**src/rtl/senzor_pkg.sv**
```systemverilog
// Shared definitions for the colour-sensor poll controller.
// Contents: sensor register byte addresses, CTRL field positions,
// error codes, controller FSM states and APB transfer phases.
package senzor_pkg;

   localparam logic [7:0] ADDR_CTRL   = 8'h00;
   localparam logic [7:0] ADDR_STATUS = 8'h04;
   localparam logic [7:0] ADDR_DATA_C = 8'h08;
   localparam logic [7:0] ADDR_DATA_R = 8'h0C;
   localparam logic [7:0] ADDR_DATA_G = 8'h10;
   localparam logic [7:0] ADDR_DATA_B = 8'h14;

   localparam int CTRL_EN_BIT    = 0;
   localparam int CTRL_GAIN_LSB  = 1;
   localparam int CTRL_ITIME_LSB = 8;

   typedef enum logic [1:0] {
      ERR_NONE    = 2'd0,
      ERR_SLV     = 2'd1,
      ERR_RDY_TO  = 2'd2,
      ERR_POLL_TO = 2'd3
   } err_code_e;

   typedef enum logic [3:0] {
      ST_IDLE, ST_CFG, ST_POLL, ST_GAP, ST_RD_C,
      ST_RD_R, ST_RD_G, ST_RD_B, ST_OUT, ST_DIS
   } state_e;

   typedef enum logic [1:0] {
      PH_IDLE, PH_SETUP, PH_ACCESS
   } phase_e;

endpackage

```
**src/rtl/apb_master_xfer.sv**
```systemverilog
// Single APB transfer engine. A req pulse while idle launches one
// SETUP + ACCESS sequence; done/slverr/timeout are single-cycle flags
// valid in the completing ACCESS cycle.
// Ports: req/addr/write/wdata (request), busy/done/rdata/slverr/timeout
// (status), psel/penable/paddr/pwrite/pwdata/pready/prdata/pslverr (APB).
module apb_master_xfer
   import senzor_pkg::*;
#(
   parameter int ADDR_WIDTH = 5,
   parameter int DATA_WIDTH = 32,
   parameter int PREADY_TO  = 64
) (
   input  logic                  clk,
   input  logic                  rst_n,
   input  logic                  req,
   input  logic [ADDR_WIDTH-1:0] addr,
   input  logic                  write,
   input  logic [DATA_WIDTH-1:0] wdata,
   output logic                  busy,
   output logic                  done,
   output logic [DATA_WIDTH-1:0] rdata,
   output logic                  slverr,
   output logic                  timeout,
   output logic                  psel,
   output logic                  penable,
   output logic [ADDR_WIDTH-1:0] paddr,
   output logic                  pwrite,
   output logic [DATA_WIDTH-1:0] pwdata,
   input  logic                  pready,
   input  logic [DATA_WIDTH-1:0] prdata,
   input  logic                  pslverr
);
   localparam int CW = $clog2(PREADY_TO + 1);

   phase_e          ph;
   logic [CW-1:0]   wait_cnt;

   assign psel    = (ph != PH_IDLE);
   assign penable = (ph == PH_ACCESS);
   assign busy    = psel;
   assign done    = penable && pready;
   assign slverr  = done && pslverr;
   assign timeout = penable && !pready && (wait_cnt == '0);
   assign rdata   = prdata;

   always_ff @(posedge clk or negedge rst_n) begin
      if (!rst_n) begin
         ph       <= PH_IDLE;
         wait_cnt <= '0;
         paddr    <= '0;
         pwrite   <= 1'b0;
         pwdata   <= '0;
      end else begin
         case (ph)
            PH_IDLE: begin
               if (req) begin
                  ph     <= PH_SETUP;
                  paddr  <= addr;
                  pwrite <= write;
                  pwdata <= write ? wdata : '0;
               end
            end
            PH_SETUP: begin
               ph       <= PH_ACCESS;
               wait_cnt <= CW'(PREADY_TO - 1);
            end
            PH_ACCESS: begin
               if (pready || (wait_cnt == '0))
                  ph <= PH_IDLE;
               else
                  wait_cnt <= wait_cnt - CW'(1);
            end
            default: ph <= PH_IDLE;
         endcase
      end
   end

endmodule

```
**src/rtl/senzor_poll_ctrl.sv**
```systemverilog
// APB master sequencing senzor_top: CTRL write on start, STATUS polling
// with a fixed idle gap, C/R/G/B reads, one valid/ready sample per set,
// CTRL=0 write on stop or poll timeout.
// Ports: start/stop/cfg_* (control), APB master port, smp_* (sample
// stream), busy/err/err_code (status).
//
// state   | meaning
// IDLE    | waiting for start
// CFG     | writing CTRL enable word
// POLL    | reading STATUS
// GAP     | idle POLL_GAP cycles between STATUS reads
// RD_C..B | reading one data channel
// OUT     | sample held on smp_* until smp_ready
// DIS     | writing CTRL=0, then IDLE
module senzor_poll_ctrl
   import senzor_pkg::*;
#(
   parameter int ADDR_WIDTH = 5,
   parameter int DATA_WIDTH = 32,
   parameter int POLL_GAP   = 16,
   parameter int MAX_POLLS  = 255,
   parameter int PREADY_TO  = 64
) (
   input  logic                  clk,
   input  logic                  rst_n,
   input  logic                  start,
   input  logic                  stop,
   input  logic [1:0]            cfg_gain,
   input  logic [7:0]            cfg_itime,
   output logic                  psel,
   output logic                  penable,
   output logic [ADDR_WIDTH-1:0] paddr,
   output logic                  pwrite,
   output logic [DATA_WIDTH-1:0] pwdata,
   input  logic                  pready,
   input  logic [DATA_WIDTH-1:0] prdata,
   input  logic                  pslverr,
   output logic                  smp_valid,
   input  logic                  smp_ready,
   output logic [15:0]           smp_c,
   output logic [15:0]           smp_r,
   output logic [15:0]           smp_g,
   output logic [15:0]           smp_b,
   output logic                  busy,
   output logic                  err,
   output logic [1:0]            err_code
);
   localparam int         GW        = $clog2(POLL_GAP + 1);
   localparam logic [7:0] POLL_LAST = 8'(MAX_POLLS - 1);

   state_e                state_q, state_d;
   logic                  stop_pend, stop_now;
   logic [1:0]            gain_q;
   logic [7:0]            itime_q;
   logic [7:0]            poll_cnt;
   logic [GW-1:0]         gap_cnt;
   err_code_e             err_code_q, err_val;
   logic                  err_set;
   logic [DATA_WIDTH-1:0] ctrl_val;

   logic                  x_req, x_write, x_busy, x_done, x_slverr, x_timeout, x_ok;
   logic [ADDR_WIDTH-1:0] x_addr;
   logic [DATA_WIDTH-1:0] x_wdata, x_rdata;
   logic                  unused_rdata_hi;

   apb_master_xfer #(
      .ADDR_WIDTH (ADDR_WIDTH),
      .DATA_WIDTH (DATA_WIDTH),
      .PREADY_TO  (PREADY_TO)
   ) u_xfer (
      .clk     (clk),
      .rst_n   (rst_n),
      .req     (x_req),
      .addr    (x_addr),
      .write   (x_write),
      .wdata   (x_wdata),
      .busy    (x_busy),
      .done    (x_done),
      .rdata   (x_rdata),
      .slverr  (x_slverr),
      .timeout (x_timeout),
      .psel    (psel),
      .penable (penable),
      .paddr   (paddr),
      .pwrite  (pwrite),
      .pwdata  (pwdata),
      .pready  (pready),
      .prdata  (prdata),
      .pslverr (pslverr)
   );

   assign x_ok            = x_done && !x_slverr;
   assign stop_now        = stop_pend || stop;
   assign smp_valid       = (state_q == ST_OUT);
   assign busy            = (state_q != ST_IDLE);
   assign err_code        = err_code_q;
   assign unused_rdata_hi = ^x_rdata[DATA_WIDTH-1:16];

   always_comb begin
      ctrl_val = '0;
      ctrl_val[CTRL_EN_BIT]            = 1'b1;
      ctrl_val[CTRL_GAIN_LSB +: 2]     = gain_q;
      ctrl_val[CTRL_ITIME_LSB +: 8]    = itime_q;
   end

   // GAP shares the STATUS address so its final cycle can launch the
   // poll read, keeping exactly POLL_GAP idle bus cycles between reads.
   always_comb begin
      x_addr  = '0;
      x_write = 1'b0;
      x_wdata = '0;
      case (state_q)
         ST_CFG: begin
            x_addr  = ADDR_WIDTH'(ADDR_CTRL);
            x_write = 1'b1;
            x_wdata = ctrl_val;
         end
         ST_POLL, ST_GAP: x_addr = ADDR_WIDTH'(ADDR_STATUS);
         ST_RD_C:         x_addr = ADDR_WIDTH'(ADDR_DATA_C);
         ST_RD_R:         x_addr = ADDR_WIDTH'(ADDR_DATA_R);
         ST_RD_G:         x_addr = ADDR_WIDTH'(ADDR_DATA_G);
         ST_RD_B:         x_addr = ADDR_WIDTH'(ADDR_DATA_B);
         ST_DIS: begin
            x_addr  = ADDR_WIDTH'(ADDR_CTRL);
            x_write = 1'b1;
         end
         default: ;
      endcase
   end

   always_comb begin
      state_d = state_q;
      x_req   = 1'b0;
      err_set = 1'b0;
      err_val = ERR_NONE;
      case (state_q)
         ST_IDLE: if (start) state_d = ST_CFG;
         ST_CFG: begin
            x_req = !x_busy;
            if (x_ok) state_d = stop_now ? ST_DIS : ST_POLL;
         end
         ST_POLL: begin
            x_req = !x_busy;
            if (x_ok) begin
               if (x_rdata[0]) begin
                  state_d = ST_RD_C;
               end else if (poll_cnt == POLL_LAST) begin
                  state_d = ST_DIS;
                  err_set = 1'b1;
                  err_val = ERR_POLL_TO;
               end else begin
                  state_d = stop_now ? ST_DIS : ST_GAP;
               end
            end
         end
         ST_GAP: begin
            if (gap_cnt == GW'(1)) begin
               if (stop_now) begin
                  state_d = ST_DIS;
               end else begin
                  x_req   = 1'b1;
                  state_d = ST_POLL;
               end
            end
         end
         ST_RD_C: begin x_req = !x_busy; if (x_ok) state_d = ST_RD_R; end
         ST_RD_R: begin x_req = !x_busy; if (x_ok) state_d = ST_RD_G; end
         ST_RD_G: begin x_req = !x_busy; if (x_ok) state_d = ST_RD_B; end
         ST_RD_B: begin x_req = !x_busy; if (x_ok) state_d = ST_OUT;  end
         ST_OUT:  if (smp_ready) state_d = stop_now ? ST_DIS : ST_GAP;
         ST_DIS: begin
            x_req = !x_busy;
            if (x_ok) state_d = ST_IDLE;
         end
         default: state_d = ST_IDLE;
      endcase
      if (x_slverr) begin
         state_d = ST_IDLE;
         err_set = 1'b1;
         err_val = ERR_SLV;
      end else if (x_timeout) begin
         state_d = ST_IDLE;
         err_set = 1'b1;
         err_val = ERR_RDY_TO;
      end
   end

   always_ff @(posedge clk or negedge rst_n) begin
      if (!rst_n) begin
         state_q    <= ST_IDLE;
         stop_pend  <= 1'b0;
         gain_q     <= '0;
         itime_q    <= '0;
         poll_cnt   <= '0;
         gap_cnt    <= '0;
         err        <= 1'b0;
         err_code_q <= ERR_NONE;
         smp_c      <= '0;
         smp_r      <= '0;
         smp_g      <= '0;
         smp_b      <= '0;
      end else begin
         state_q <= state_d;

         if (state_q == ST_IDLE) begin
            stop_pend <= start && stop;
            if (start) begin
               gain_q     <= cfg_gain;
               itime_q    <= cfg_itime;
               err        <= 1'b0;
               err_code_q <= ERR_NONE;
            end
         end else if (stop) begin
            stop_pend <= 1'b1;
         end

         if (err_set) begin
            err        <= 1'b1;
            err_code_q <= err_val;
         end

         if (state_q == ST_IDLE)
            poll_cnt <= '0;
         else if (state_q == ST_POLL && x_ok)
            poll_cnt <= x_rdata[0] ? 8'd0 :
                        (poll_cnt == 8'hFF) ? poll_cnt : poll_cnt + 8'd1;

         if (state_q != ST_GAP)
            gap_cnt <= GW'(POLL_GAP);
         else
            gap_cnt <= gap_cnt - GW'(1);

         if (x_ok) begin
            case (state_q)
               ST_RD_C: smp_c <= x_rdata[15:0];
               ST_RD_R: smp_r <= x_rdata[15:0];
               ST_RD_G: smp_g <= x_rdata[15:0];
               ST_RD_B: smp_b <= x_rdata[15:0];
               default: ;
            endcase
         end
      end
   end

endmodule

```
**config.mk**
```make
export PLATFORM = sky130hd
export DESIGN_NAME = senzor_poll_ctrl
export DESIGN_NICKNAME = d
export VERILOG_FILES = /design/src/rtl/senzor_pkg.sv /design/src/rtl/apb_master_xfer.sv /design/src/rtl/senzor_poll_ctrl.sv
export SDC_FILE = /design/constraint.sdc
export NUM_CORES = 1
export LEC_CHECK = 0
export ABC_AREA = 1
export BUFFER_PORTS_ARGS = -buffer_cell sky130_fd_sc_hd__buf_2
export CORE_MARGIN = 4
export CORE_UTILIZATION = 45
export DETAILED_ROUTE_END_ITERATION = 8
export GPL_TIMING_DRIVEN = 0
export PLACE_DENSITY = 0.83
export SLEW_MARGIN = 20
export SYNTH_ARGS = -nofsm -noshare
export SYNTH_HDL_FRONTEND = slang
export SYNTH_SLANG_ARGS = --single-unit
```
**constraint.sdc**
```tcl
create_clock -name clk -period 3.2 [get_ports clk]
set_input_delay 0.64 -clock clk [delete_from_list [all_inputs] [get_ports clk]]
set_output_delay 0.64 -clock clk [all_outputs]
set_load 0.1 [all_outputs]
```
==> results of run 1 <==
cell type report:
type | count | area, um2
plain buffers | 42 | 310
clock buffers | 25 | 526
clock inverters | 6 | 63.8
fillers | 1043 | 5010
inverters | 64 | 240
multi-input cells | 415 | 2100
flip-flops and latches | 119 | 2980
well taps | 168 | 210
repair buffers | 119 | 624
registers in the layout, summed over array words and instances (netlist names):
register / flops
err: 1
err_code: 2
gain_q: 2
gap_cnt: 5
itime_q: 8
poll_cnt: 8
smp_b: 16
smp_c: 16
smp_g: 16
smp_r: 16
state_q: 4
stop_pend: 1
u_xfer.paddr: 3
u_xfer.ph: 2
u_xfer.pwdata: 11
u_xfer.pwrite: 1
u_xfer.wait_cnt: 7
path summary, 6_finish.rpt:
check / from / end / slack (ns) / cells past startpoint
min in group clk: u_xfer.pwdata[11] / u_xfer.pwdata[11] / 0.46 / 2
min: rst_n / smp_c[6] / 0.13 / 1
max reg2reg: u_xfer.ph[1] / smp_r[8] / 1.35 / 7
max: u_xfer.ph[1] / psel / 0.57 / 4
max in group asynchronous: rst_n / poll_cnt[2] / 2.37 / 2
min reg2reg: u_xfer.pwdata[11] / u_xfer.pwdata[11] / 0.46 / 2
critical path: cells and delay by family, from the launching register on:
family                 cells  cell delay, ns
buffers and inverters      3            0.79
and+or+nand+nor            1            0.37
DFF                        1            0.42
metrics by stage:
step | std cells | util | power (W) | instance area (um2)
2_1_floorplan | 640 | - | 0.00428 | 5630
3_3_place_gp | 926 | 0.533 | 0.00473 | 6430
3_5_place_dp | 927 | 0.536 | 0.00479 | 6460
4_1_cts | 958 | 0.585 | 0.00665 | 7050
5_1_grt | 958 | 0.585 | 0.00695 | 7050
6_report | 958 | 0.585 | 0.00661 | 7050
placed cells by master, fill, tap and decap left out, drive strengths merged, types with 2 or more instances in the layout:
cell type	instances
a21oi	9
nand2	174
conb	23
or2	2
dfrtp	119
clkbuf	29
mux2	6
nor2	47
o21ai	82
buf	157
nand3	30
xor2	4
clkinv	3
ha	6
nand3b	11
clkinvlp	2
inv	64
nand4	8
nor3	4
nor3b	2
power breakdown:
part | internal, W | switching [W] | leakage, nW
clock network | 0.00121 | 0.000635 | 0.287
registers | 0.00180 | 0.000168 | 1.59
logic | 0.000572 | 0.00224 | 1.96
cell families (layout without fill, tap and decap cells):
family | count (synthesis) | in the layout | synth area share
compound gates | 95 | 95 | 0.101
xor+xnor | 5 | 5 | 0.00789
flops | 119 | 119 | 0.537
other cells | 1 | 23 | 0.000676
simple gates | 280 | 280 | 0.229
mux | 6 | 6 | 0.0122
fa+ha+maj | 6 | 6 | 0.0135
buf+inv | 106 | 256 | 0.0992
per-layer routing:
metal  global-route usage  share of wire
met3               0.0522          0.048
met2                0.314           0.51
met4               0.0637          0.017
met1                0.246           0.43
met5                    0              0
==> results.tsv, run 1 <==
stage	metric	value	unit
cts	later-pin clock latency in the skew report	0.41	ns
yosys	Synthesis Warnings	0	
cts	CTS Sinks	119	
global_routing	antenna violations before repair	0	
yosys	top cells by count, synth	157 x nand2_1, 119 x dfrtp_1, 62 x o21ai_0	
timing	worst slew pin tran	0.618	ns
cts	PostCTS Resize Cnt	0	
finish	layout cell share with drive strength beyond 1	0.309	
timing	Min Hold Slack	0.133	ns
timing	crit share post-route	0.821	
timing	RSZ-0062 raised after global routing	false	
cts	H-tree Lvls	4	
yosys	EDFF count, synth	0	
global_routing	vias in the first global route	4377	
timing	final number of hold-violating endpoints	0	
yosys	Yosys cell types	38	
cts	Hold Buf Count CTS	0	
min_path	HP Class	input pin to asynchronous set/reset pin	
cts	Setup Fix Bufs, Post-CTS	0	
timing	max frequency	380	MHz
cts	Worst-path clk slew	0.05	ns
placed_design	HPWL after DPL	9580	um
job	max-cap violation count	0	
critical_path	critical path class	flop to output port	
detailed_routing	Starting DRT DRC Count	209	
detailed_routing	vias post-DR	4592	
floorplan	Die Area	14200	um2
yosys	post-synthesis instance area	5550	um2
critical_path	CP Data Required Time	2.56	ns
timing	final setup violation count	0	
yosys	cell taking the most area after synthesis	dfrtp_1	
power_and_ir_drop	maximum VDD drop	0.405	mV
floorplan	Die X	119	um
yosys	register area share after synthesis	0.537	
global_routing	total gr overflow	0	
global_routing	global-route wire length before repair	21600	um
critical_path	critical path peak fanout	10	
timing	relative slew slack	0.587	
detailed_routing	Residual DRC	0	
floorplan	die height	119	um
cts	Root Buffer	clkbuf_16	
placed_design	GPL Wtd Cong	0.874	
yosys	Async SR Flop Fraction	1.00	
placed_design	buffers added on ports	118	
detailed_routing	DR WL/cell	13.8	um
detailed_routing	routed wire length	13200	um
cts	Clock Path Buffers	2	
yosys	top cell type's share of synthesized area	0.537	
critical_path	CP max stage cell	dfrtp_1	
timing	max-slew violation count	0	
floorplan	Starting Density	0.460	
yosys	FF+latch count, synth	119	
power_and_ir_drop	Static Leakage	3.84	nW
global_routing	Total GRT Usage	0.191	
detailed_routing	vias per cell	4.79	
finish	nets	833	
detailed_routing	Post-DRT Antenna Nets	0	
detailed_routing	First-pass DRT Iterations	4	
timing	setup TNS	0	ns
timing	post-route worst setup slack	0.571	ns
global_routing	largest net degree at the start of global routing	79	
yosys	prevailing post-synth register cell	dfrtp_1	
cts	CTS tree	done	
timing	Final min period	2.63	ns
yosys	Cells after Synth	618	
timing	Worst Skew	0.0104	ns
floorplan	total core area	12100	um2
yosys	Mapped Avg Cell Area	8.98	um2
floorplan	Std-Cell Rows	40	
floorplan	Top-Level Pins	158	
yosys	Synth area leaders	dfrtp_1 54%, nand2_1 11%, o21ai_0 5.6%	
cts	Num CTS Buffers	17	
critical_path	endpoint class of the critical path	output port	
placed_design	Post-Place Setup Slack	1.01	ns
outcome	status	completed	
critical_path	critical path cell sequence	nor2_2 -> clkbuf_1 -> inv_1 -> buf_2	
finish	Antenna Cells	0	
critical_path	Critical Path AT	1.99	ns
finish	Area Growth Syn to Fin	27.2	%
critical_path	Critical Path Max Stage Delay	0.42	ns
critical_path	Setup crit start kind	flop	
power_and_ir_drop	PwrDens	938	nW/um2
yosys	most common cell in the synthesized netlist	nand2_1	
No activity file was read; power rests on OpenSTA's default activity.
==> run 2: changes to the inputs <==
--- a/config.mk
+++ b/config.mk
@@ -11,7 +11,7 @@
 export CORE_UTILIZATION = 45
 export DETAILED_ROUTE_END_ITERATION = 8
 export GPL_TIMING_DRIVEN = 0
-export PLACE_DENSITY = 0.83
+export PLACE_DENSITY = 0.85
 export SLEW_MARGIN = 20
 export SYNTH_ARGS = -nofsm -noshare
 export SYNTH_HDL_FRONTEND = slang
==> constraint.sdc (replaced) <==
create_clock -name clk -period 2.2 [get_ports clk]
set_input_delay 0.44 -clock clk [delete_from_list [all_inputs] [get_ports clk]]
set_output_delay 0.44 -clock clk [all_outputs]
set_load 0.1 [all_outputs]
==> results.tsv, run 2 (same netlist as run 1, synthesis figures left out) <==
stage	metric	value	unit
finish	layout cell share with drive strength beyond 1	0.311	
detailed_routing	Residual DRC	0	
finish	Area Growth Syn to Fin	27.7	%
cts	Clock Path Buffers	2	
cts	H-tree Lvls	4	
placed_design	HPWL after DPL	9700	um
critical_path	critical path class	flop to output port	
cts	Num CTS Buffers	17	
floorplan	Die Area	14200	um2
detailed_routing	Starting DRT DRC Count	225	
timing	RSZ-0062 raised after global routing	true	
timing	crit share post-route	0.974	
timing	final setup violation count	0	
detailed_routing	routed wire length	13600	um
placed_design	buffers added on ports	118	
critical_path	endpoint class of the critical path	output port	
critical_path	CP Data Required Time	1.76	ns
power_and_ir_drop	Static Leakage	3.87	nW
power_and_ir_drop	P_int	0.00525	W
timing	max frequency	467	MHz
global_routing	antenna violations before repair	0	
min_path	HP Class	input pin to flop	
detailed_routing	DR WL/cell	14.2	um
floorplan	die height	119	um
timing	final number of hold-violating endpoints	0	
detailed_routing	First-pass DRT Iterations	5	
power_and_ir_drop	Seq pwr share	0.295	
floorplan	Starting Density	0.460	
timing	setup TNS	0	ns
cts	CTS tree	done	
cts	later-pin clock latency in the skew report	0.42	ns
cts	CTS Sinks	119	
timing	Worst Skew	0.0138	ns
detailed_routing	vias post-DR	4604	
detailed_routing	vias per cell	4.79	
finish	nets	837	
power_and_ir_drop	PwrDens	1370	nW/um2
power_and_ir_drop	maximum VDD drop	0.562	mV
finish	Antenna Cells	0	
power_and_ir_drop	combinational power share	0.431	
detailed_routing	Post-DRT Antenna Nets	0	
timing	Final min period	2.14	ns
floorplan	total core area	12100	um2
placed_design	GPL Wtd Cong	0.871	
floorplan	Top-Level Pins	158	
critical_path	Critical Path AT	1.70	ns
global_routing	vias in the first global route	4581	
power_and_ir_drop	Sw Ratio	0.460	
cts	Worst-path clk slew	0.05	ns
global_routing	largest net degree at the start of global routing	67	
critical_path	Setup crit start kind	flop	
critical_path	critical path peak fanout	9	
timing	Min Hold Slack	0.256	ns
timing	relative slew slack	0.585	
job	max-cap violation count	0	
finish	commonest non-fill, non-tap cell in the layout	nand2_1	
timing	max-slew violation count	0	
global_routing	global-route wire length before repair	22700	um
power_and_ir_drop	P_sw	0.00446	W
global_routing	total gr overflow	0	
global_routing	Total GRT Usage	0.201	
finish	fill count	1015	
power_and_ir_drop	clock share of power	0.274	
timing	post-route worst setup slack	0.0570	ns
floorplan	Die X	119	um
cts	Root Buffer	clkbuf_16	
floorplan	Std-Cell Rows	40	
timing	worst slew pin tran	0.621	ns
placed_design	Post-Place Setup Slack	0.230	ns
outcome	status	completed	
finish	most frequent cells in the layout	157 x nand2_1, 122 x buf_2, 119 x dfrtp_1	
## run 2: cell types whose count changed in the layout (fill, tap and decap cells not counted), sizes merged
cell,delta
clkbuf,-3
clkinv,+3
bufinv,+1
clkinvlp,-1
dlygate4sd3,+1
buf,+2
## run 2: per-stage QoR
stage	util	power [W]	area [um2]	std cells
finish	0.588	0.00971	7090	961
global placement	0.533	0.00689	6430	926
global route	0.588	0.0102	7090	961
detailed placement	0.536	0.00696	6460	927
floorplan	-	0.00623	5630	640
CTS	0.585	0.00969	7060	958
## run 2: worst max-delay path, stage by stage, from the launching register on
cell and delay (ns):
dfrtp_1 0.35, buf_4 0.17, nor2_4 0.18, nand2_1 0.13, nor2_4 0.15, inv_2 0.11
buf_6 0.20
## run 2: worst paths after layout
path                              startpoint           endpoint  slack, ns  cells past startpoint
hold / removal                  cfg_itime[2]         itime_q[2]       0.26                      2
setup / recovery                  state_q[0]               busy       0.06                      6
min in group asynchronous              rst_n           smp_c[6]       0.56                      2
max in group asynchronous              rst_n        poll_cnt[2]       0.97                      3
setup reg to reg                u_xfer.ph[0]           smp_r[9]       0.24                      8
hold reg to reg            u_xfer.pwdata[13]  u_xfer.pwdata[13]       0.47                      2
## run 2: what timing repair did
| action | CTS | global route |
|---|---|---|
| buffers inserted | 0 | 3 |
| hold buffers | 1 | 0 |
| endpoints found under the hold margin | 53 | 0 |
| pin swaps | 0 | 1 |
| endpoints found under the setup margin | 2 | 3 |
| gates resized for setup | 3 | 4 |
## run 2: cell type report
class,instances,area [um2],area share
repair buffers,123,666,0.0939
multi-input cells,415,2110,0.297
plain buffers,42,314,0.0443
flip-flops and latches,119,2980,0.420
clock buffers,21,470,0.0664
clock inverters,9,101,0.0143
well taps,168,210,0.0297
inverters,64,240,0.0339
## run 2: per-layer routing
metal / part of all wire / GRT usage
met5: 0 / 0
met3: 0.051 / 0.0556
met2: 0.51 / 0.331
met4: 0.024 / 0.0782
met1: 0.42 / 0.253
## run 2: power groups by stage
stage / logic (W) / registers (W) / clock network (W)
2_1_floorplan: 0.00189 / 0.00434 / 0
3_3_place_gp: 0.00401 / 0.00287 / 0
3_5_place_dp: 0.00408 / 0.00288 / 0
4_1_cts: 0.00413 / 0.00286 / 0.00270
5_1_grt: 0.00448 / 0.00291 / 0.00281
6_report: 0.00419 / 0.00287 / 0.00266
==> run 3: changes to the inputs <==
--- a/config.mk
+++ b/config.mk
@@ -11,8 +11,9 @@
 export CORE_UTILIZATION = 45
 export DETAILED_ROUTE_END_ITERATION = 8
 export GPL_TIMING_DRIVEN = 0
-export PLACE_DENSITY = 0.85
+export PLACE_DENSITY = 0.84
 export SLEW_MARGIN = 20
 export SYNTH_ARGS = -nofsm -noshare
 export SYNTH_HDL_FRONTEND = slang
+export SYNTH_HIERARCHICAL = 1
 export SYNTH_SLANG_ARGS = --single-unit
==> results.tsv, run 3 <==
stage	metric	value	unit
floorplan	Top-Level Pins	158	
cts	CTS tree	done	
job	max-cap violation count	0	
power_and_ir_drop	PwrDens	1750	nW/um2
critical_path	critical path cell sequence	nor2_4 -> nand2_4 -> buf_2	
global_routing	total gr overflow	0	
finish	Largest Register	u_xfer/pwdata	
floorplan	Die X	128	um
detailed_routing	Starting DRT DRC Count	367	
finish	most frequent cells in the layout	219 x nand2_1, 142 x dfrtp_1, 137 x buf_2	
critical_path	CP delay by family, top	flip-flops	
critical_path	Worst Path Buf+Inv	1	
floorplan	Starting Density	0.462	
yosys	Cells after Synth	727	
timing	worst slew pin tran	0.519	ns
detailed_routing	First-pass DRT Iterations	5	
finish	commonest non-fill, non-tap cell in the layout	nand2_1	
critical_path	Worst path depth	3	
detailed_routing	Residual DRC	0	
critical_path	critical path class	flop to output port	
timing	crit share post-route	0.963	
critical_path	critical path peak fanout	6	
global_routing	antenna violations before repair	0	
global_routing	largest net degree at the start of global routing	82	
timing	relative slew slack	0.657	
floorplan	die height	128	um
finish	Area Growth Syn to Fin	24.8	%
detailed_routing	vias per cell	4.91	
detailed_routing	vias post-DR	5344	
timing	Final min period	2.12	ns
finish	Finished Layout Cells	1088	
finish	Final Util	0.577	
critical_path	CP max stage cell	dfrtp_1	
finish	nets	949	
placed_design	Post-Place Setup Slack	-0.0844	ns
timing	setup TNS	0	ns
floorplan	Std-Cell Rows	43	
outcome	status	completed	
critical_path	Critical Path Max Stage Delay	0.53	ns
placed_design	buffers added on ports	125	
floorplan	total core area	13900	um2
finish	fill count	1220	
critical_path	Setup crit start kind	flop	
timing	max frequency	472	MHz
yosys	post-synthesis instance area	6440	um2
cts	Setup Fix Bufs, Post-CTS	0	
cts	Num CTS Buffers	17	
finish	layout cell share with drive strength beyond 1	0.285	
placed_design	GPL Wtd Cong	0.848	
detailed_routing	DR WL/cell	14.8	um
cts	H-tree Lvls	4	
cts	later-pin clock latency in the skew report	0.43	ns
timing	final setup violation count	0	
min_path	HP Class	input pin to flop	
detailed_routing	routed wire length	16100	um
power_and_ir_drop	Static Leakage	4.42	nW
cts	Worst-path clk slew	0.06	ns
cts	CTS Sinks	142	
timing	max-slew violation count	0	
timing	final number of hold-violating endpoints	0	
global_routing	global-route wire length before repair	26500	um
finish	number of flip-flops in the largest register	32	
placed_design	HPWL after DPL	11400	um
cts	Root Buffer	clkbuf_16	
global_routing	vias in the first global route	5316	
detailed_routing	Post-DRT Antenna Nets	0	
critical_path	CP Data Required Time	1.76	ns
power_and_ir_drop	maximum VDD drop	1.09	mV
timing	RSZ-0062 raised after global routing	true	
critical_path	r2r worst-path depth	11	
timing	Worst Skew	0.0138	ns
cts	Clock Path Buffers	2	
placed_design	placed instance count	1055	
critical_path	Critical Path AT	1.68	ns
floorplan	Die Area	16300	um2
critical_path	endpoint class of the critical path	output port	
global_routing	Total GRT Usage	0.204	
yosys	Mapped Avg Cell Area	8.85	um2
finish	Antenna Cells	0	
min_path	hold depth	3	
yosys	Synthesis Warnings	6	
timing	post-route worst setup slack	0.0822	ns
run 3: what timing repair did:
item                                    CTS  global route
hold buffers                              1             0
endpoints found under the setup margin   10            37
endpoints found under the hold margin    61             0
cloned                                    0             0
resized for setup                         1             4
run 3: through the flow:
step	hold slack [ns]	total power, W	area, um2
after CTS	0.215	0.0141	8020
after global routing	0.227	0.0147	8030
final	0.229	0.0141	8030
after floorplan	0.144	0.00984	6520
after detailed placement	0.415	0.0112	7410
after global placement	0.450	0.0110	7370
run 3: worst paths after layout:
path                                     from            endpoint  slack (ns)
max                                state_q[2]                busy        0.08
min                              cfg_itime[3]          itime_q[3]        0.23
max reg2reg                u_xfer/wait_cnt[0]          state_q[2]        0.14
min reg2reg                     u_xfer/pwrite       u_xfer/pwrite        0.47
max in group asynchronous               rst_n            smp_g[4]        0.91
min in group asynchronous               rst_n  u_xfer/wait_cnt[3]        0.55
run 3: area by class of cell:
cell class	instances	area (um2)	area share
repair buffers	127	676	0.0841
multi-input cells	489	2390	0.297
clock buffers	21	460	0.0573
inverters	74	280	0.0349
clock inverters	11	140	0.0174
flip-flops and latches	142	3550	0.442
well taps	180	225	0.0280
plain buffers	44	309	0.0385
run 3: power breakdown:
group	internal [W]	switching [W]	total [W]
sequential	0.00333	0.000417	0.00375
clock	0.00183	0.00109	0.00293
combinational	0.00133	0.00606	0.00739
total	0.00649	0.00757	0.0141
run 3: worst register-to-register path: stages (launching register included):
cell and delay (ns):
dfrtp_1 0.35, inv_1 0.11, ha_2 0.24, inv_1 0.06, nor2_1 0.04, nand3_2 0.10
nor3_2 0.06, nor2_1 0.38, a21boi_1 0.35, and2_1 0.17, nand2_1 0.05, o21ai_1 0.08
run 3: metal layers:
metal / vias to the layer above / global-route usage / share of wire
li1: 2606 / - / -
met1: 2526 / 0.259 / 0.42
met2: 188 / 0.330 / 0.48
met3: 24 / 0.0644 / 0.083
met4: 0 / 0.0730 / 0.019
met5: - / 0 / 0
